`src/rtl/iod_dly_ctrl_if.sv`:
```
// Request channel between the PHY training FSM and the IOD delay-line sequencer.
// The training side is the master; the sequencer is the slave.
interface iod_dly_ctrl_if #(
   parameter int unsigned TAP_W = 8
) ();
   logic             REQ_VALID;
   logic             REQ_READY;
   logic             REQ_LOAD;
   logic [TAP_W-1:0] REQ_TAP;
   logic             DONE;
   logic             ERR;
   logic             BUSY;

   modport master (
      output REQ_VALID, REQ_LOAD, REQ_TAP,
      input  REQ_READY, DONE, ERR, BUSY
   );

   modport slave (
      input  REQ_VALID, REQ_LOAD, REQ_TAP,
      output REQ_READY, DONE, ERR, BUSY
   );
endinterface

```
`src/rtl/iod_dly_ctrl.sv`:
```
// Sequencer for one IOD dynamic delay line: turns tap-set/load requests into
// spaced single-tap MOVE/LOAD pulses and tracks the current tap.
module iod_dly_ctrl #(
   parameter int unsigned TAP_W    = 8,
   parameter int unsigned LOAD_VAL = 1,
   parameter int unsigned MAX_TAP  = 255,
   parameter int unsigned SETTLE   = 4
) (
   input  logic             FAB_CLK,
   input  logic             RST_N,
   iod_dly_ctrl_if.slave    req,
   output logic [TAP_W-1:0] CUR_TAP,
   output logic             CAL,
   output logic             DELAY_LINE_MOVE,
   output logic             DELAY_LINE_DIRECTION,
   output logic             DELAY_LINE_LOAD,
   input  logic             DELAY_LINE_OUT_OF_RANGE
);

   localparam int unsigned CNT_W = (SETTLE > 1) ? $clog2(SETTLE) : 1;

   localparam logic [2:0] S_IDLE   = 3'd0;
   localparam logic [2:0] S_LOAD   = 3'd1;
   localparam logic [2:0] S_MOVE   = 3'd2;
   localparam logic [2:0] S_SETTLE = 3'd3;
   localparam logic [2:0] S_FINISH = 3'd4;

   localparam logic [TAP_W-1:0] LOAD_TAP = TAP_W'(LOAD_VAL);
   localparam logic [TAP_W-1:0] MAX_T    = TAP_W'(MAX_TAP);
   localparam logic [CNT_W-1:0] CNT_LAST = CNT_W'(SETTLE - 1);

   logic [2:0]       r_state;
   logic [CNT_W-1:0] r_cnt;
   logic [TAP_W-1:0] r_target;
   logic             r_is_load;
   logic [TAP_W-1:0] r_prev_tap;
   logic [TAP_W-1:0] r_cur_tap;
   logic             r_dir;
   logic             r_cal;
   logic             r_ready;
   logic             r_busy;
   logic             r_done;
   logic             r_err;
   logic             r_move;
   logic             r_load;

   logic [2:0]       w_state_nxt;
   logic [CNT_W-1:0] w_cnt_nxt;
   logic [TAP_W-1:0] w_target_nxt;
   logic             w_is_load_nxt;
   logic [TAP_W-1:0] w_prev_nxt;
   logic [TAP_W-1:0] w_cur_nxt;
   logic             w_dir_nxt;
   logic             w_cal_nxt;
   logic             w_ready_nxt;
   logic             w_busy_nxt;
   logic             w_err_nxt;
   logic             w_done_nxt;
   logic             w_move_nxt;
   logic             w_load_nxt;
   logic             w_accept;
   logic             w_up;
   logic [TAP_W-1:0] w_step;

   assign w_accept = req.REQ_VALID & r_ready;
   assign w_up     = req.REQ_TAP > r_cur_tap;
   // One tap toward the target in the direction latched for this request.
   assign w_step   = r_dir ? (r_cur_tap + TAP_W'(1)) : (r_cur_tap - TAP_W'(1));

   always_comb begin
      w_state_nxt   = r_state;
      w_cnt_nxt     = r_cnt;
      w_target_nxt  = r_target;
      w_is_load_nxt = r_is_load;
      w_prev_nxt    = r_prev_tap;
      w_cur_nxt     = r_cur_tap;
      w_dir_nxt     = r_dir;
      w_cal_nxt     = r_cal;
      w_ready_nxt   = r_ready;
      w_busy_nxt    = r_busy;
      w_err_nxt     = r_err;

      case (r_state)
         S_IDLE: begin
            w_ready_nxt = 1'b1;
            if (w_accept) begin
               w_ready_nxt   = 1'b0;
               w_busy_nxt    = 1'b1;
               w_err_nxt     = 1'b0;
               w_target_nxt  = req.REQ_TAP;
               w_is_load_nxt = req.REQ_LOAD;
               if (req.REQ_LOAD) begin
                  w_state_nxt = S_LOAD;
                  w_prev_nxt  = r_cur_tap;
                  w_cur_nxt   = LOAD_TAP;
               end else if (!r_cal || (req.REQ_TAP > MAX_T)) begin
                  w_state_nxt = S_FINISH;
                  w_err_nxt   = 1'b1;
               end else if (req.REQ_TAP == r_cur_tap) begin
                  w_state_nxt = S_FINISH;
               end else begin
                  w_state_nxt = S_MOVE;
                  w_dir_nxt   = w_up;
                  w_prev_nxt  = r_cur_tap;
                  w_cur_nxt   = w_up ? (r_cur_tap + TAP_W'(1)) : (r_cur_tap - TAP_W'(1));
               end
            end
         end
         S_LOAD, S_MOVE: begin
            w_state_nxt = S_SETTLE;
            w_cnt_nxt   = CNT_LAST;
         end
         S_SETTLE: begin
            // The IOD range flag is only trusted on the last settle cycle.
            if (r_cnt != '0) begin
               w_cnt_nxt = r_cnt - CNT_W'(1);
            end else if (DELAY_LINE_OUT_OF_RANGE) begin
               w_state_nxt = S_FINISH;
               w_err_nxt   = 1'b1;
               w_cur_nxt   = r_prev_tap;
               w_cal_nxt   = 1'b0;
            end else if (r_is_load) begin
               w_state_nxt = S_FINISH;
               w_cal_nxt   = 1'b1;
            end else if (r_cur_tap == r_target) begin
               w_state_nxt = S_FINISH;
            end else begin
               w_state_nxt = S_MOVE;
               w_prev_nxt  = r_cur_tap;
               w_cur_nxt   = w_step;
            end
         end
         S_FINISH: begin
            w_state_nxt = S_IDLE;
            w_busy_nxt  = 1'b0;
            w_ready_nxt = 1'b1;
         end
         default: begin
            w_state_nxt = S_IDLE;
         end
      endcase

      // Pulses are registered so they line up with the state they belong to.
      w_done_nxt = (w_state_nxt == S_FINISH);
      w_move_nxt = (w_state_nxt == S_MOVE);
      w_load_nxt = (w_state_nxt == S_LOAD);
   end

   always_ff @(posedge FAB_CLK) begin
      if (!RST_N) begin
         r_state    <= S_IDLE;
         r_cnt      <= '0;
         r_target   <= '0;
         r_is_load  <= 1'b0;
         r_prev_tap <= LOAD_TAP;
         r_cur_tap  <= LOAD_TAP;
         r_dir      <= 1'b0;
         r_cal      <= 1'b0;
         r_ready    <= 1'b0;
         r_busy     <= 1'b0;
         r_done     <= 1'b0;
         r_err      <= 1'b0;
         r_move     <= 1'b0;
         r_load     <= 1'b0;
      end else begin
         r_state    <= w_state_nxt;
         r_cnt      <= w_cnt_nxt;
         r_target   <= w_target_nxt;
         r_is_load  <= w_is_load_nxt;
         r_prev_tap <= w_prev_nxt;
         r_cur_tap  <= w_cur_nxt;
         r_dir      <= w_dir_nxt;
         r_cal      <= w_cal_nxt;
         r_ready    <= w_ready_nxt;
         r_busy     <= w_busy_nxt;
         r_done     <= w_done_nxt;
         r_err      <= w_err_nxt;
         r_move     <= w_move_nxt;
         r_load     <= w_load_nxt;
      end
   end

   assign req.REQ_READY         = r_ready;
   assign req.DONE              = r_done;
   assign req.ERR               = r_err;
   assign req.BUSY              = r_busy;
   assign CUR_TAP               = r_cur_tap;
   assign CAL                   = r_cal;
   assign DELAY_LINE_MOVE       = r_move;
   assign DELAY_LINE_DIRECTION  = r_dir;
   assign DELAY_LINE_LOAD       = r_load;

endmodule

```
`src/flat_wrapper.sv`:
```
// flat-port wrapper written by rule: the top's interface ports become plain ports
module iod_dly_ctrl_flat 
#(
   parameter int unsigned TAP_W    = 8,
   parameter int unsigned LOAD_VAL = 1,
   parameter int unsigned MAX_TAP  = 255,
   parameter int unsigned SETTLE   = 4
)
  (FAB_CLK, RST_N, CUR_TAP, CAL, DELAY_LINE_MOVE, DELAY_LINE_DIRECTION, DELAY_LINE_LOAD, DELAY_LINE_OUT_OF_RANGE, req_REQ_VALID, req_REQ_LOAD, req_REQ_TAP, req_REQ_READY, req_DONE, req_ERR, req_BUSY);
  iod_dly_ctrl_if #(.TAP_W(TAP_W)) req_i ();
  input  logic FAB_CLK;
  input  logic RST_N;
  output logic [TAP_W-1:0] CUR_TAP;
  output logic CAL;
  output logic DELAY_LINE_MOVE;
  output logic DELAY_LINE_DIRECTION;
  output logic DELAY_LINE_LOAD;
  input  logic DELAY_LINE_OUT_OF_RANGE;
  input wire logic [$bits(req_i.REQ_VALID)-1:0] req_REQ_VALID;
  input wire logic [$bits(req_i.REQ_LOAD)-1:0] req_REQ_LOAD;
  input wire logic [$bits(req_i.REQ_TAP)-1:0] req_REQ_TAP;
  output wire logic [$bits(req_i.REQ_READY)-1:0] req_REQ_READY;
  output wire logic [$bits(req_i.DONE)-1:0] req_DONE;
  output wire logic [$bits(req_i.ERR)-1:0] req_ERR;
  output wire logic [$bits(req_i.BUSY)-1:0] req_BUSY;
  assign req_i.REQ_VALID = req_REQ_VALID;
  assign req_i.REQ_LOAD = req_REQ_LOAD;
  assign req_i.REQ_TAP = req_REQ_TAP;
  assign req_REQ_READY = req_i.REQ_READY;
  assign req_DONE = req_i.DONE;
  assign req_ERR = req_i.ERR;
  assign req_BUSY = req_i.BUSY;
  iod_dly_ctrl #(.TAP_W(TAP_W), .LOAD_VAL(LOAD_VAL), .MAX_TAP(MAX_TAP), .SETTLE(SETTLE)) u_core (.FAB_CLK(FAB_CLK), .RST_N(RST_N), .req(req_i), .CUR_TAP(CUR_TAP), .CAL(CAL), .DELAY_LINE_MOVE(DELAY_LINE_MOVE), .DELAY_LINE_DIRECTION(DELAY_LINE_DIRECTION), .DELAY_LINE_LOAD(DELAY_LINE_LOAD), .DELAY_LINE_OUT_OF_RANGE(DELAY_LINE_OUT_OF_RANGE));
endmodule
```
`config.mk`:
```
export PLATFORM = sky130hd
export DESIGN_NAME = iod_dly_ctrl_flat
export DESIGN_NICKNAME = d
export VERILOG_FILES = /design/src/rtl/iod_dly_ctrl_if.sv /design/src/rtl/iod_dly_ctrl.sv /design/src/flat_wrapper.sv
export SDC_FILE = /design/constraint.sdc
export NUM_CORES = 1
export LEC_CHECK = 0
export ABC_AREA = 1
export CAP_MARGIN = 20
export CORE_ASPECT_RATIO = 1.4
export CORE_MARGIN = 5
export CORE_UTILIZATION = 30
export DETAILED_ROUTE_END_ITERATION = 10
export GPL_TIMING_DRIVEN = 0
export REMOVE_ABC_BUFFERS = 1
export SKIP_LAST_GASP = 1
export SLEW_MARGIN = 20
export SYNTH_ARGS = -nofsm -noshare
export SYNTH_HDL_FRONTEND = slang
export SYNTH_SLANG_ARGS = --single-unit
```
`constraint.sdc`:
```
create_clock -name FAB_CLK -period 2.4 [get_ports FAB_CLK]
set_clock_uncertainty 0.05 [all_clocks]
set_input_delay 0.48 -clock FAB_CLK [delete_from_list [all_inputs] [get_ports FAB_CLK]]
set_output_delay 0.48 -clock FAB_CLK [all_outputs]
set_load 0.02 [all_outputs]
```
# --- Word level (Yosys, flattened, before mapping) ---
# Index checks and enable logic that the tools add are counted.
# W data, S select, Z words.
word_totals:
  ff_bits: 38
  latchBits: 0
  mem_bits_rw: 0
  mem_bits_ro: 0
  inputBits: 13
  output_inout_bits: 16
  elab_cells: 104
  memories: 0
op_classes:
  addsub: 3
  mul: 0
  div: 0
  n_lt_le_gt_ge: 2
  eq_ne: 20
  shifts: 0
  muxes: 43
  bitwise: 5
  n_reduce_logical: 17
ops:
  columns: ["op", "n"]
  rows:
  - ["$mux W8", 18]
  - ["$pmux W8 S2", 2]
  - ["$mux W3", 8]
  - ["$eq A8 B8 Y1", 2]
  - ["$ne A3 B3 Y1 const B", 4]
  - ["$ne A2 B2 Y1 const B", 5]
  - ["$reduce_bool A2 Y1", 5]
  - ["$eq A3 B2 Y1 const B", 3]
  - ["$mux W1", 9]
  - ["$pmux W3 S3", 1]
  - ["$add A8 B1 Y8 const B", 1]
  - ["$gt A8 B8 Y1", 1]
  - ["$gt A8 B8 Y1 const B", 1]
  - ["$reduce_and A8 Y1", 1]
  - ["$sub A8 B1 Y8 const B", 1]
  - ["$reduce_and A7 Y1", 1]
  - ["$eq A3 B1 Y1 const B", 2]
  - ["$eq A3 B3 Y1 const B", 2]
  - ["$pmux W1 S2", 3]
  - ["$reduce_and A2 Y1", 3]
  - ["$reduce_and A5 Y1", 1]
  - ["$ne A2 B1 Y1 const B", 2]
  - ["$not A1 Y1", 4]
  - ["$pmux W2 S2", 1]
  - ["other kinds (9)", 9]

# --- Longest topological paths before layout ---
logic_depth:
  word_depth: 7
  ltp_mapped: 15
  depth_no_buf: 15

# --- Least setup slack after synthesis ---
# No wires, ideal clock.
synth_path:
  path_type: "reg-to-reg"
  startpoint: "register u_core.r_cur_tap[3] (netlist: u_core.CUR_TAP[3])"
  endpoint: "register u_core.r_cur_tap[5] (netlist: u_core.CUR_TAP[5])"
  setup_ns: 0.117
  arrival_time_ns: 2.065
  t_required_ns: 2.233
  path_slack_ns: 0.168
  stages_incl_launch_ff: 13
  path_buffers: 2
  period_less_slack_ns: 2.232
  path_cell_list: "dfxtp_1 buf_2 inv_1 ha_1 nand2_1 nor2_1 nand2_1 nand2_1 a21oi_2 nand3_4 buf_6 nor2_1 a21oi_2"
synth_via:
  elab_chain_cells: 7
  elab_cells_between_ends: 19
  classes_between: "add/sub (2); order compare (1); eq/ne (4); mux (11); reduce/logical (1)"
synth_lines:
  columns: ["element", "line_no", "source"]
  rows:
  - ["start: declaration", "iod_dly_ctrl.sv:37", "logic [TAP_W-1:0] r_cur_tap;"]
  - ["start signal: assignment", "iod_dly_ctrl.sv:171", "r_cur_tap <= w_cur_nxt;"]
  - ["$sub A8 B1 Y8 (tied with other cells)", "iod_dly_ctrl.sv:68, iod_dly_ctrl.sv:105", null]
  - ["$mux W8, on equally long branches", "iod_dly_ctrl.sv:68, iod_dly_ctrl.sv:105", null]
  - ["$mux W8, on equally long branches", "iod_dly_ctrl.sv:125, iod_dly_ctrl.sv:99", null]
  - ["$mux W8, on equally long branches", "iod_dly_ctrl.sv:122, iod_dly_ctrl.sv:96", null]
  - ["$mux W8, on equally long branches", "iod_dly_ctrl.sv:117, iod_dly_ctrl.sv:92", null]
  - ["$mux W8, on equally long branches", "iod_dly_ctrl.sv:115, iod_dly_ctrl.sv:86", null]
  - ["$pmux W8 S2", "iod_dly_ctrl.sv:83", "case (r_state)"]
# Several ways; a longest one is shown, not always the timed one. The select of a mux whose other input is x is not followed.
# A chain may end at the register's enable or synchronous reset.

# --- Worst setup path after layout ---
layout_path:
  startpoint: "input req_REQ_TAP[0]"
  endpoint: "register u_core.r_prev_tap[0]"
layout_via:
  elab_chain_cells: 4
  elab_cells_between_ends: 6
  classes_between: "order compare (1); eq/ne (3); reduce/logical (2)"
layout_lines:
  columns: ["element", "line_no", "source"]
  rows:
  - ["start: declaration", "flat_wrapper.sv:21", "input wire logic [$bits(req_i.REQ_TAP)-1:0] req_REQ_TAP;"]
  - ["$gt A8 B8 Y1", "iod_dly_ctrl.sv:96", "end else if (!r_cal || (req.REQ_TAP > MAX_T)) begin"]
  - ["$logic_or A1 B1 Y1", "iod_dly_ctrl.sv:96", null]
  - ["$ne A3 B3 Y1 (no source line)", null, null]
  - ["$reduce_and A8 Y1 (no source line) (*)", null, null]
  - ["end signal: assignment", "iod_dly_ctrl.sv:170", "r_prev_tap <= w_prev_nxt;"]
  - ["end: declaration", "iod_dly_ctrl.sv:36", "logic [TAP_W-1:0] r_prev_tap;"]
# Every way passes the cells marked *; elsewhere a longest branch is shown, timed or not.

==> impl_metrics.prom <==
# TYPE chip_impl_metric gauge
chip_impl_metric{name="synth.yosys.warnings",unit=""} 0
chip_impl_metric{name="post_synth_instance_area",unit="sq um"} 2490
chip_impl_metric{name="initial_antenna_violation_count",unit=""} 0
chip_impl_metric{name="final_area",unit="sq um"} 3030
chip_impl_metric{name="count_of_final_setup_violators",unit=""} 0
chip_impl_metric{name="power.density",unit="nW/um^2"} 985
chip_impl_metric{name="crit_fanout",unit=""} 9
chip_impl_metric{name="start_util",unit="%"} 30.5
chip_impl_info{name="timing.hold.worst.class",value="reg2reg"} 1
chip_impl_metric{name="critPathBufInv",unit=""} 2
chip_impl_info{name="critical_path.endpoint_type",value="flop"} 1
chip_impl_metric{name="timing_worst_slew_pin_value",unit="ns"} 0.629
chip_impl_metric{name="muxShareOfSynthArea",unit="%"} 0
chip_impl_info{name="cts_tree",value="done"} 1
chip_impl_metric{name="gr-usage-all-layers",unit="%"} 13.6
chip_impl_metric{name="design.core.area",unit="sq um"} 8150
chip_impl_metric{name="drv_cap",unit=""} 0
chip_impl_metric{name="power.share.combinational",unit="%"} 46.6
chip_impl_info{name="crit_family",value="simple AND/OR/NAND/NOR gates"} 1
chip_impl_metric{name="setup.reg_to_reg.worst_slack",unit="ns"} 0.23
chip_impl_metric{name="antenna_cells",unit=""} 0
chip_impl_metric{name="area_growth_syn_to_layout",unit="%"} 21.7
chip_impl_metric{name="rows",unit=""} 39
chip_impl_metric{name="route.final.wire_length",unit="um"} 6850
chip_impl_metric{name="syn-instance-count",unit=""} 384
chip_impl_metric{name="grt_first_pass_wirelength",unit="um"} 11400
chip_impl_metric{name="fin_crit",unit="ns"} 2.23
chip_impl_metric{name="worstSkewPairLatency",unit="ns"} 0.28
chip_impl_metric{name="synthDistinctLibCells",unit=""} 31
chip_impl_metric{name="worst_slew_margin_rel",unit="%"} 58.0
chip_impl_metric{name="detailroute.via_count",unit=""} 2510
chip_impl_metric{name="die_w",unit="um"} 86.9
chip_impl_info{name="timing.critical_path.slowest_stage_cell",value="sky130_fd_sc_hd__clkdlybuf4s50_1"} 1
chip_impl_metric{name="final_nets",unit=""} 435
chip_impl_info{name="mostFrequentLayoutCells",value="sky130_fd_sc_hd__nand2_1, sky130_fd_sc_hd__nor2_1, sky130_fd_sc_hd__inv_1, sky130_fd_sc_hd__nand3_1, sky130_fd_sc_hd__dfxtp_1"} 1
chip_impl_metric{name="standby_leakage_power",unit="nW"} 1.33
chip_impl_metric{name="post_synth_xor_area_fraction",unit="%"} 3.17
chip_impl_metric{name="grt_start_max_net_pins",unit=""} 26
chip_impl_metric{name="clk_transition_reported_paths",unit="ns"} 0.06
chip_impl_metric{name="dpl_cell_area",unit="sq um"} 2840
chip_impl_info{name="clockRootBuffer",value="sky130_fd_sc_hd__clkbuf_16"} 1
chip_impl_metric{name="compound_gate_portion_of_the_synthesized_area",unit="%"} 11.9
chip_impl_metric{name="ioPinCount",unit=""} 29
chip_impl_info{name="mostFrequentLayoutCell",value="sky130_fd_sc_hd__nand2_1"} 1
chip_impl_metric{name="number_of_flops_mapped_to_enable_cells_by_yosys",unit=""} 0
chip_impl_metric{name="clock_power_share",unit="%"} 21.2
chip_impl_metric{name="vias_per_cell",unit=""} 4.89
chip_impl_metric{name="synth_area_per_cell",unit="sq um"} 6.47
chip_impl_metric{name="worstPathRequired",unit="ns"} 2.48
chip_impl_metric{name="die_y",unit="um"} 118
chip_impl_info{name="worstPathCellList",value="clkdlybuf4s50_1 > inv_1 > ha_1 > nand2_1 > nor2_1 > nand2_2 > nor2_1 > nor3_4 > nand2_4 > nand2_1 > o211ai_1"} 1
chip_impl_metric{name="gp_congestion",unit=""} 0.848
chip_impl_metric{name="cts.htree.levels",unit=""} 2
chip_impl_metric{name="first_global_vias",unit=""} 2313
chip_impl_metric{name="ys_seq_elements",unit=""} 38
chip_impl_metric{name="place.detailed.hpwl",unit="um"} 4980
chip_impl_metric{name="synth-simple-area-share",unit="%"} 39.7
chip_impl_info{name="crit_path_start_kind",value="input pin"} 1
chip_impl_metric{name="detail_route.iter0.violations",unit=""} 158
chip_impl_metric{name="power.switching",unit="mW"} 1.29
chip_impl_info{name="crit_type",value="in2reg"} 1
chip_impl_metric{name="die_area",unit="sq um"} 10200
chip_impl_metric{name="cp_data_arrival_time",unit="ns"} 2.31
chip_impl_metric{name="drcViolationCount",unit=""} 0
chip_impl_metric{name="share_seq_of_total_power",unit="%"} 32.2
chip_impl_metric{name="achievable-frequency",unit="MHz"} 448
chip_impl_metric{name="cts_buffer_depth",unit=""} 2
chip_impl_metric{name="fin_hold_ws",unit="ns"} 0.372
chip_impl_metric{name="finalSetupTns",unit="ns"} 0
chip_impl_metric{name="share_of_layout_cells_above_drive_strength_1",unit="%"} 10.2
chip_impl_metric{name="internal_power",unit="mW"} 1.69
chip_impl_metric{name="port_buffers",unit=""} 28
chip_impl_metric{name="async_reset_ff_share",unit="%"} 0
chip_impl_metric{name="switching_share",unit="%"} 43.3
chip_impl_metric{name="hold_violations_final",unit=""} 0
chip_impl_metric{name="post_synth_adder_cell_area",unit="%"} 5.54
chip_impl_metric{name="ant_nets",unit=""} 0
chip_impl_metric{name="clock_buffer_count_from_cts",unit=""} 5
chip_impl_info{name="outcome",value="complete, no violations"} 1
chip_impl_metric{name="sequential_element_share_of_the_synthesized_area",unit="%"} 30.6
chip_impl_info{name="synth_ff_type",value="sky130_fd_sc_hd__dfxtp_1"} 1
chip_impl_metric{name="period_share",unit="%"} 93.0
chip_impl_metric{name="post-layout-total-power",unit="mW"} 2.98
chip_impl_metric{name="critical-path-max-stage-delay",unit="ns"} 0.48
chip_impl_metric{name="ir_drop",unit="mV"} 0.497
chip_impl_metric{name="drt_pre_antenna_iters",unit=""} 4
chip_impl_info{name="rsz0062_at_grt",value="no"} 1
chip_impl_metric{name="globalRouteOverflowTotal",unit=""} 0
chip_impl_info{name="synth_top_family_by_area",value="simple AND/OR/NAND/NOR gates"} 1
chip_impl_metric{name="post_drt_wl_per_cell",unit="um"} 13.3
chip_impl_metric{name="cts_sinks",unit=""} 38
chip_impl_metric{name="report.final.slew_viol_count",unit=""} 0
==> layout make-up <==
type                    instances  area, sq um
clock buffers                   5          125
clock inverters                 2         10.0
fillers                       864         5120
inverters                      45          170
multi-input cells             292         1530
flip-flops and latches         38          774
well taps                     102          128
repair buffers                 29          288
==> metrics by stage <==
step	utilization, %	instances	setup WS, ns
floorplan	-	374	0.144
global placement	34.8	504	-0.377
detailed placement	34.8	504	-0.368
CTS	36.6	511	0.00370
global route	37.1	513	0.0267
finish	37.1	513	0.168
==> synth_stat cells, types with 2 or more instances <==
cell type	count	area [sq um]
sky130_fd_sc_hd__nand3_4	2	35.0
sky130_fd_sc_hd__nand2_1	115	432
sky130_fd_sc_hd__xor2_1	4	35.0
sky130_fd_sc_hd__o21ai_0	12	60.1
sky130_fd_sc_hd__clkbuf_1	3	11.3
sky130_fd_sc_hd__dfxtp_1	38	761
sky130_fd_sc_hd__a21oi_2	7	61.3
sky130_fd_sc_hd__nand4_1	5	31.3
sky130_fd_sc_hd__nand2_4	2	22.5
sky130_fd_sc_hd__xnor2_1	5	43.8
sky130_fd_sc_hd__nand3_1	40	200
sky130_fd_sc_hd__inv_2	4	15.0
sky130_fd_sc_hd__nand2_2	4	25.0
sky130_fd_sc_hd__nor2_1	44	165
sky130_fd_sc_hd__inv_1	40	150
sky130_fd_sc_hd__buf_4	2	15.0
sky130_fd_sc_hd__buf_2	4	20.0
sky130_fd_sc_hd__ha_1	11	138
sky130_fd_sc_hd__o211ai_1	2	15.0
sky130_fd_sc_hd__nor3_1	4	20.0
sky130_fd_sc_hd__a21oi_1	26	130
==> registers in the layout, summed over array words and instances (netlist names), 2 cells and up <==
name,flops
u_core.CUR_TAP,8
u_core.r_prev_tap,8
u_core.r_state,3
u_core.r_target,8
u_core.r_cnt,2
==> power by group through the flow <==
stage / sequential [mW] / clock [mW] / combinational (mW)
2_1_floorplan: 0.990 / 0 / 0.920
3_3_place_gp: 0.965 / 0 / 1.34
6_report: 0.960 / 0.630 / 1.39
5_1_grt: 0.990 / 0.669 / 1.58
4_1_cts: 0.958 / 0.640 / 1.37
3_5_place_dp: 0.966 / 0 / 1.36
==> final timing paths <==
kind | endpoint | from | cells after the start
max | u_core.r_prev_tap[0]$_SDFFE_PN1P_ | req_REQ_TAP[0] | 11
min reg2reg | u_core.r_cnt[0]$_SDFFE_PN0P_ | u_core.r_cnt[0]$_SDFFE_PN0P_ | 1
min | u_core.r_cnt[0]$_SDFFE_PN0P_ | u_core.r_cnt[0]$_SDFFE_PN0P_ | 1
max reg2reg | u_core.r_prev_tap[0]$_SDFFE_PN1P_ | u_core.CUR_TAP[5]$_SDFFE_PN0P_ | 10
==> layer usage <==
metal  share of wire [%]  global-route usage (%)  routed length (um)  up-vias
met5                   0                       0                   0        -
met2                  50                    23.2                3430       73
met3                 5.5                    2.38                 378       11
met4                 2.0                    4.78                 138        0
met1                  42                    16.9                2900     1144
li1                    -                       -                   -     1282
==> worst reg2reg max path: cells and delay by family, from the launching register on <==
kind / cells / cell delay (ns)
simple gates: 7 / 0.99
flops: 1 / 0.46
compound gates: 1 / 0.07
fa+ha+maj: 1 / 0.31
buf+inv: 1 / 0.13
==> logic make-up (layout without fill, tap and decap cells) <==
group                      count (synthesis)  in the layout
DFF                                       38             38
xor gates and xnor gates                   9              9
and+or+nand+nor                          220            221
AOI/OAI and AO/OA                         51             51
adders and majority gates                 11             11
buffers and inverters                     55             81
==> what timing repair did <==
action / in CTS / in global routing
hold buffers: 0 / 0
setup endpoints to repair: 19 / 19
setup buffers: 0 / 1
cloned: 0 / 1
pin swaps: 0 / 2
resized for setup: 6 / 8
No activity file was read; power rests on OpenSTA's default activity.
